$ cat config.mk
export PLATFORM = sky130hd
export DESIGN_NAME = time_entry
export DESIGN_NICKNAME = d
export VERILOG_FILES = /design/src/rtl/time_entry.sv
export SDC_FILE = /design/constraint.sdc
export NUM_CORES = 1
export LEC_CHECK = 0
export BUFFER_PORTS_ARGS = -buffer_cell sky130_fd_sc_hd__buf_2
export CAP_MARGIN = 30
export CORE_ASPECT_RATIO = 2
export CORE_MARGIN = 8
export CORE_UTILIZATION = 40
export DETAILED_ROUTE_END_ITERATION = 8
export PLACE_DENSITY_LB_ADDON = 0.3
export SLEW_MARGIN = 20
export SYNTH_ARGS = -nofsm -noshare
export SYNTH_HDL_FRONTEND = slang
export SYNTH_SLANG_ARGS = --single-unit
$ cat constraint.sdc
create_clock -name clk -period 1.3 [get_ports clk]
set_input_delay 0.065 -clock clk [delete_from_list [all_inputs] [get_ports clk]]
set_output_delay 0.065 -clock clk [all_outputs]
set_load 0.02 [all_outputs]
$ cat src/rtl/time_entry.sv
// Keypad time entry and load controller for the microwave timer: gathers MM:SS
// BCD digits, validates on start, then drives the timer digits' load/clear strobes.
module time_entry #(
  parameter int unsigned MAX_MIN_TENS = 9,
  parameter int unsigned MAX_SEC_TENS = 5
) (
  input  logic        clk,
  input  logic        clr,
  input  logic        key_valid,
  input  logic [3:0]  key_code,
  input  logic        key_clear,
  input  logic        start,
  input  logic        timer_zero,
  output logic [15:0] data_out,
  output logic        loadn,
  output logic        tclrn,
  output logic        busy,
  output logic        err,
  output logic [2:0]  ndigits
);

  typedef enum logic [1:0] {
    S_IDLE,
    S_ENTRY,
    S_LOAD,
    S_RUN
  } state_t;

  state_t      r_state, w_state_nxt;
  logic [15:0] r_buf,   w_buf_nxt;
  logic [2:0]  r_nd,    w_nd_nxt;
  logic        r_loadn, w_loadn_nxt;
  logic        r_tclrn, w_tclrn_nxt;
  logic        r_busy,  w_busy_nxt;
  logic        r_err,   w_err_nxt;

  logic w_digit;
  logic w_entry_ok;

  assign w_digit    = key_valid && (key_code <= 4'd9);
  assign w_entry_ok = (r_buf != '0)
                   && (r_buf[15:12] <= 4'(MAX_MIN_TENS))
                   && (r_buf[7:4]   <= 4'(MAX_SEC_TENS));

  always_ff @(posedge clk or posedge clr) begin
    if (clr) begin
      r_state <= S_IDLE;
      r_buf   <= '0;
      r_nd    <= '0;
      r_loadn <= 1'b1;
      r_tclrn <= 1'b1;
      r_busy  <= 1'b0;
      r_err   <= 1'b0;
    end else begin
      r_state <= w_state_nxt;
      r_buf   <= w_buf_nxt;
      r_nd    <= w_nd_nxt;
      r_loadn <= w_loadn_nxt;
      r_tclrn <= w_tclrn_nxt;
      r_busy  <= w_busy_nxt;
      r_err   <= w_err_nxt;
    end
  end

  always_comb begin
    w_state_nxt = r_state;
    w_buf_nxt   = r_buf;
    w_nd_nxt    = r_nd;
    w_tclrn_nxt = 1'b1;
    w_err_nxt   = 1'b0;

    unique case (r_state)
      S_IDLE, S_ENTRY: begin
        if (key_clear) begin
          w_state_nxt = S_IDLE;
          w_buf_nxt   = '0;
          w_nd_nxt    = '0;
        end else if (start) begin
          if (r_state == S_ENTRY && w_entry_ok) w_state_nxt = S_LOAD;
          else                                  w_err_nxt   = 1'b1;
        end else if (w_digit && r_nd < 3'd4) begin
          w_state_nxt = S_ENTRY;
          w_buf_nxt   = {r_buf[11:0], key_code};
          w_nd_nxt    = r_nd + 3'd1;
        end
      end
      S_LOAD: begin
        // timer_zero deliberately not looked at: the timer only now captures data_out
        if (key_clear) begin
          w_state_nxt = S_IDLE;
          w_buf_nxt   = '0;
          w_nd_nxt    = '0;
          w_tclrn_nxt = 1'b0;
        end else begin
          w_state_nxt = S_RUN;
        end
      end
      S_RUN: begin
        if (key_clear) begin
          w_state_nxt = S_IDLE;
          w_buf_nxt   = '0;
          w_nd_nxt    = '0;
          w_tclrn_nxt = 1'b0;
        end else if (timer_zero) begin
          w_state_nxt = S_IDLE;
          w_buf_nxt   = '0;
          w_nd_nxt    = '0;
        end
      end
      default: w_state_nxt = S_IDLE;
    endcase

    // Strobes are derived from the next state so they line up with it as registered outputs
    w_loadn_nxt = (w_state_nxt != S_LOAD);
    w_busy_nxt  = (w_state_nxt == S_RUN);
  end

  assign data_out = r_buf;
  assign ndigits  = r_nd;
  assign loadn    = r_loadn;
  assign tclrn    = r_tclrn;
  assign busy     = r_busy;
  assign err      = r_err;

endmodule

==> metrics.txt, run 1 <==
Unique masters post-synth 29; ys async rst share between 90% and 100%; Die H ~90 µm; Min-Delay Path Depth 3; first-pass GRT wire length approximately 4400 µm; Seq cells post-synth 25; CTS Buffer Depth 2; Mapped Cells roughly 80; post-route insts no fill roughly 170; critical-path maximum fanout 8; Buffers on Ports 32; die footprint ~0.0046 mm²; residual DRC count 0; Ys Warns 0; Mapped Area roughly 0.0010 mm²; Critical path origin ndigits[2]$_DFFE_PP0P_; Highest Clock Rate 754 MHz; CTS tree built; worst slew pin tran between 300 and 400 ps; Max VDD drop approximately 0.92 mV; initial antenna violation count 0; TritonCTS Buffers 3; area share of and/or/nand/nor cells after synthesis roughly 9%; Post-synth EDFFs 0; worst hold start key_code[0]; Detail Placement HPWL 2050 µm; portion of netlist area occupied by mux cells slightly below 5%; Initial Utilization between 40% and 50%; combinational family with the most area after synthesis compound AO/OA/AOI/OAI gates; Slew Limit Fails 0; syn nets between 90 and 100; Leak slightly above 0.8 nW; Crit Reg-Reg Startpoint ndigits[2]$_DFFE_PP0P_; row cnt 26; Hold WS between 15 and 20 ps; Synth Area in XOR/XNOR 0%; crit start category register; Placed Instances about 160; max_slew headroom 79.6%; Max-Cap Viols 0; unrepaired setup endpoints after global routing yes; pin count of the biggest net entering global routing 26; Seq/Total Area, Yosys 60.4%; vias in the first global route about 970; post-synthesis compound-gate area fraction 18.5%; Initial DRC Count 20; failing checks setup timing; WP data required roughly 1500 ps; Die X approximately 52 µm; hold crit path type in -> reg; Layout Utilization approximately three fifths; commonest cells in the netlist 23 x dfrtp_1, 13 x a22o_1, 6 x inv_1, 6 x nand2_1, 4 x mux2i_1; antenna cells 0; area share of the largest cell type after synthesis 55.4%; gr usage total between 10% and 20%; Sink Count 25; Final #Nets roughly 150; fin area 0.00155 mm²; synth top area cells dfrtp_1 55%, a22o_1 11%, dfstp_2 5.1%, mux2i_1 3.9%, inv_1 2.2%; Synth-to-Final Area Change 48.7%; final setup fails 12; PwrDens about 1100 mW/mm²; # IOs 33; most common cell in the synthesized netlist dfrtp_1; router iterations before antenna repair 4; Worst Skew between 3 and 4 ps; crit path kind reg -> reg; Final period util 102%; Setup crit end kind register; cell taking the most area after synthesis dfrtp_1; Mean Syn Cell Area 12.7 µm²; Final ANT Viol Nets 0; top_reg_cell synth dfrtp_1; WL per Instance ~16 µm; fin crit period between 1000 and 1500 ps; status finished with violations; CTS Root Buffer Type clkbuf_8; Core ar. between 0.002 and 0.003 mm²; remaining global-route overflow 0; GPL Wtd Cong 0.842; # H-tree levels 1; vias per inst 5.24; overall routed net length between 2000 and 3000 µm; Worst-path clk slew approximately 80 ps; Vias 886; final hold vios 0; worst-skew pair later-pin latency 270 ps; DP Area roughly 0.0014 mm²; pre-CTS WS -30.0 ps; adder-cell share of the synthesized area approximately 1.2%; final worst setup slack -26.7 ps; Register-to-Register Setup Slack -30 ps; CP arrival about 1500 ps; layout cells sized above 1 between 50% and 60%; worst r2r path cells 5
==> state kept, by name (all words and copies together), names as in the netlist <==
| register | cells |
|---|---|
| loadn | 1 |
| ndigits | 3 |
| tclrn | 1 |
| err | 1 |
| data_out | 16 |
| r_state | 2 |
| busy | 1 |
==> final timing paths <==
check / to
min reg2reg: tclrn$_DFF_PP1_
max reg2reg: data_out[6]$_DFFE_PP0P_
max: data_out[6]$_DFFE_PP0P_
min: data_out[0]$_DFFE_PP0P_
min in group asynchronous: data_out[12]$_DFFE_PP0P_
max in group asynchronous: tclrn$_DFF_PP1_
==> cell usage in the layout, fill, tap and decap left out, drive strengths merged <==
cell         netlist  routed
a21boi             1       1
a31o               1       1
dfstp              2       2
o21ai              3       3
inv                7       7
a211oi             1       1
dfrtp             23      23
nor4               3       3
a21o               1       1
nand3              2       2
a2bb2oi            1       1
nor2               3       3
mux2               1       1
and3               1       1
nor3               2       2
ha                 1       1
mux2i              4       4
buf                3      55
clkbuf             0       5
nand2              6       6
nand4              1       1
dlygate4sd3        0       2
a22o              13      13
a2111oi            1       1
a21bo              1       1
==> critical path, cell delays in order, from the launching register on <==
cell,delay (ps)
dfrtp_2,420
nor2_2,100
nand3_2,100
a21o_4,270
clkbuf_16,160
a22o_1,170
==> what timing repair did <==
item	4_1_cts	5_1_grt
endpoints found under the setup margin	6	22
resized for setup	5	12
hold endpoints to repair	24	0
hold buffers	2	0
setup buffers	1	0
cloned	0	1
pin swaps	0	4
==> layout make-up <==
| type | instances | area, µm² |
|---|---|---|
| fillers | 228 | 958 |
| flip-flops and latches | 25 | 631 |
| multi-input cells | 47 | 408 |
| repair buffers | 58 | 402 |
| clock buffers | 4 | 45.0 |
| well taps | 28 | 35.0 |
| inverters | 7 | 26.3 |
==> report_power, final <==
part | total (mW) | internal (mW) | switching, mW
Combinational | 0.324 | 0.154 | 0.169
Sequential | 0.838 | 0.811 | 0.0271
Clock | 0.462 | 0.220 | 0.242
==> metal layers <==
metal	track usage, %	routed length, µm	vias to the layer above
met5	0	0	-
li1	-	-	414
met3	2.21	116	7
met2	22.2	1540	24
met4	7.30	78	0
met1	13.2	1030	441
==> cell families after synthesis <==
logic type,count (synthesis)
compound gates,23
fa+ha+maj,1
buf+inv,10
flops,25
mux,5
simple gates,18
==> stage by stage <==
stage                     TNS, ps  total power [mW]
after floorplan              -473              1.01
after global placement      -11.2              1.11
after detailed placement    -89.5              1.12
after CTS                       0              1.59
after global routing        -1100              1.69
final                        -226              1.62
Power figures use the tool's default switching activity.
==> run 2: changes to the inputs <==
CTS_BUF_LIST = sky130_fd_sc_hd__clkbuf_2   (was not set)
==> run 2 against run 1 <==
Compared with the run above: wire length up 5.8%; core utilization increased by 1.6 points; cell count rose by 3.6%; sequential share of layout area down 1.0 points; the run still ends with setup timing left.
==> metrics.txt, run 2 (synthesis gave the netlist of run 1 again) <==
Synth-to-Final Area Change 52.6%; max_slew headroom 78.8% (-0.78 points); register area 631 µm² (unchanged); clock share of power 20.5% (-8.0 points); first-pass GRT wire length 4420 µm (-0.29%); filler instances 215 (-5.7%); WL per Instance 16.7 µm (+2.1%); # H-tree levels 1 (unchanged); antenna cells 0 (unchanged); Max-Cap Viols 0 (unchanged); Leak 0.844 nW (+2.5%); Sequential Power Share 56.5% (+4.9 points); unrepaired setup endpoints after global routing yes; Final period util 108% (+5.4 points); overall routed net length 2920 µm (+5.8%); DP Area 0.00138 mm² (unchanged); Psw 425 µW (-3.1%); vias per inst 5.29 (+0.93%); commonest cells after routing, fill and taps aside 31 x buf_2, 21 x dfrtp_1, 18 x buf_4; Slew Limit Fails 0 (unchanged); status finished with violations; Setup crit end kind register; Max VDD drop 0.779 mV (-15%); critical path's largest stage delay 440 ps (+20 ps); CTS Buffer Depth 2 (unchanged); router iterations before antenna repair 4 (unchanged); Initial DRC Count 27 (+35%); area of the multi-input gates 402 µm² (-1.5%); initial antenna violation count 0 (unchanged); crit start category register; CP arrival 1660 ps (+170 ps); Die X 52.1 µm (unchanged); CTS Root Buffer Type clkbuf_2; Final ANT Viol Nets 0 (unchanged); final setup fails 12 (unchanged); remaining global-route overflow 0 (unchanged); WP data required 1560 ps (+90 ps); final hold vios 0 (unchanged); Highest Clock Rate 716 MHz (-5.1%); residual DRC count 0 (unchanged); Initial Utilization 41.5% (unchanged); TritonCTS Buffers 3 (unchanged); Slowest-stage cell, CP dfrtp_1; hold crit path type in -> reg; # IOs 33 (unchanged); Net Sw Frac 28.6% (+1.6 points); failing checks setup timing; commonest non-fill, non-tap cell in the layout buf_2; Hold WS 45.9 ps (+30.1 ps); Worst-path clk slew 220 ps (+140 ps); internal power 1.06 mW (-10%); worst-skew pair later-pin latency 340 ps (+70 ps); GPL Wtd Cong 0.842 (unchanged); max FFs per register 16 (unchanged); Detail Placement HPWL 2050 µm (unchanged); layout cells sized above 1 52.4% (-1.5 points); CTS tree built; Cell Chain, Critical Path nor4_2 > nand4_1 > and3_4 > a31o_1; post-route insts no fill 175 (+3.6%); gr usage total 12.6% (unchanged); vias in the first global route 958 (-1.1%); Placed Instances 161 (unchanged); pre-CTS WS -30.0 ps (unchanged); Sink Count 25 (unchanged); critical-path maximum fanout 4 (-4); worst r2r path cells 4 (-1); Logic pwr share 23.1% (+3.2 points); PwrDens 938 mW/mm² (-11%); worst slew pin tran 318 ps (+11.6 ps); crit path kind reg -> reg; final worst setup slack -97.5 ps (-70.8 ps); fin crit period 1400 ps (+70.8 ps); fin area 0.00159 mm² (+2.6%); Die H 88.1 µm (unchanged); Vias 926 (+4.5%); Final #Nets 159 (+3.9%); Core ar. 0.00250 mm² (unchanged); Min-Delay Path Depth 3 (unchanged); row cnt 26 (unchanged); Buffers on Ports 32 (unchanged); die footprint 0.00459 mm² (unchanged); Worst Skew 5.39 ps (+1.56 ps); pin count of the biggest net entering global routing 26 (unchanged)
run 2: cell count changes in the layout (fill, tap and decap cells not counted), sizes merged:
cell         change
dlygate4sd3      +5
buf              +1
run 2: cell type report:
cell class,count,share of cell area [%]
inverter,7,1.66
timing repair buffer,64,29.8
tap,28,2.21
multi-input combinational,47,25.3
clock buffer,4,1.26
sequential,25,39.7
run 2: final timing paths:
| path | slack [ps] | start | endpoint |
|---|---|---|---|
| worst max-delay path | -100 | data_out[14]$_DFFE_PP0P_ | r_state[1]$_DFF_PP0_ |
| worst min-delay path | 50 | timer_zero | busy$_DFF_PP0_ |
| worst max register to register | -100 | data_out[14]$_DFFE_PP0P_ | r_state[1]$_DFF_PP0_ |
| worst min register to register | 510 | r_state[1]$_DFF_PP0_ | tclrn$_DFF_PP1_ |
| max in group asynchronous | 730 | clr | tclrn$_DFF_PP1_ |
| min in group asynchronous | 270 | clr | data_out[12]$_DFFE_PP0P_ |
run 2: critical path, delay by kind of cell (launching register included):
kind            cells  cell delay [ps]
simple gates        3              680
compound gates      1              200
flops               1              440
run 2: power by group through the flow:
stage / Sequential [mW] / Combinational [mW] / Clock [mW]
floorplan: 0.885 / 0.123 / 0
global placement: 0.847 / 0.262 / 0
detailed placement: 0.849 / 0.269 / 0
CTS: 0.838 / 0.295 / 0.307
global route: 0.844 / 0.369 / 0.343
finish: 0.840 / 0.343 / 0.305
run 2: what timing repair did:
action                                 in CTS  in global routing
buffers inserted                            1                  1
endpoints found under the hold margin      34                  2
hold buffers                                5                  2
gates resized for setup                     6                 13
cloned                                      0                  1
setup endpoints to repair                  18                 23
pin swaps                                   0                  5
run 2: metrics by stage:
stage / total power, mW / util (%) / setup TNS, ps
6_report: 1.49 / 63.3 / -310
5_1_grt: 1.56 / 63.3 / -1300
4_1_cts: 1.44 / 59.2 / -60.7
3_5_place_dp: 1.12 / 55.0 / -89.5
3_3_place_gp: 1.11 / 55.0 / -11.2
2_1_floorplan: 1.01 / - / -473
run 2: routing by layer:
layer,vias up,global-route usage [%],routed length [µm]
met5,-,0,0
met4,0,6.81,36
met3,4,2.89,149
met2,34,22.1,1690
li1,426,-,-
met1,462,13.1,1050
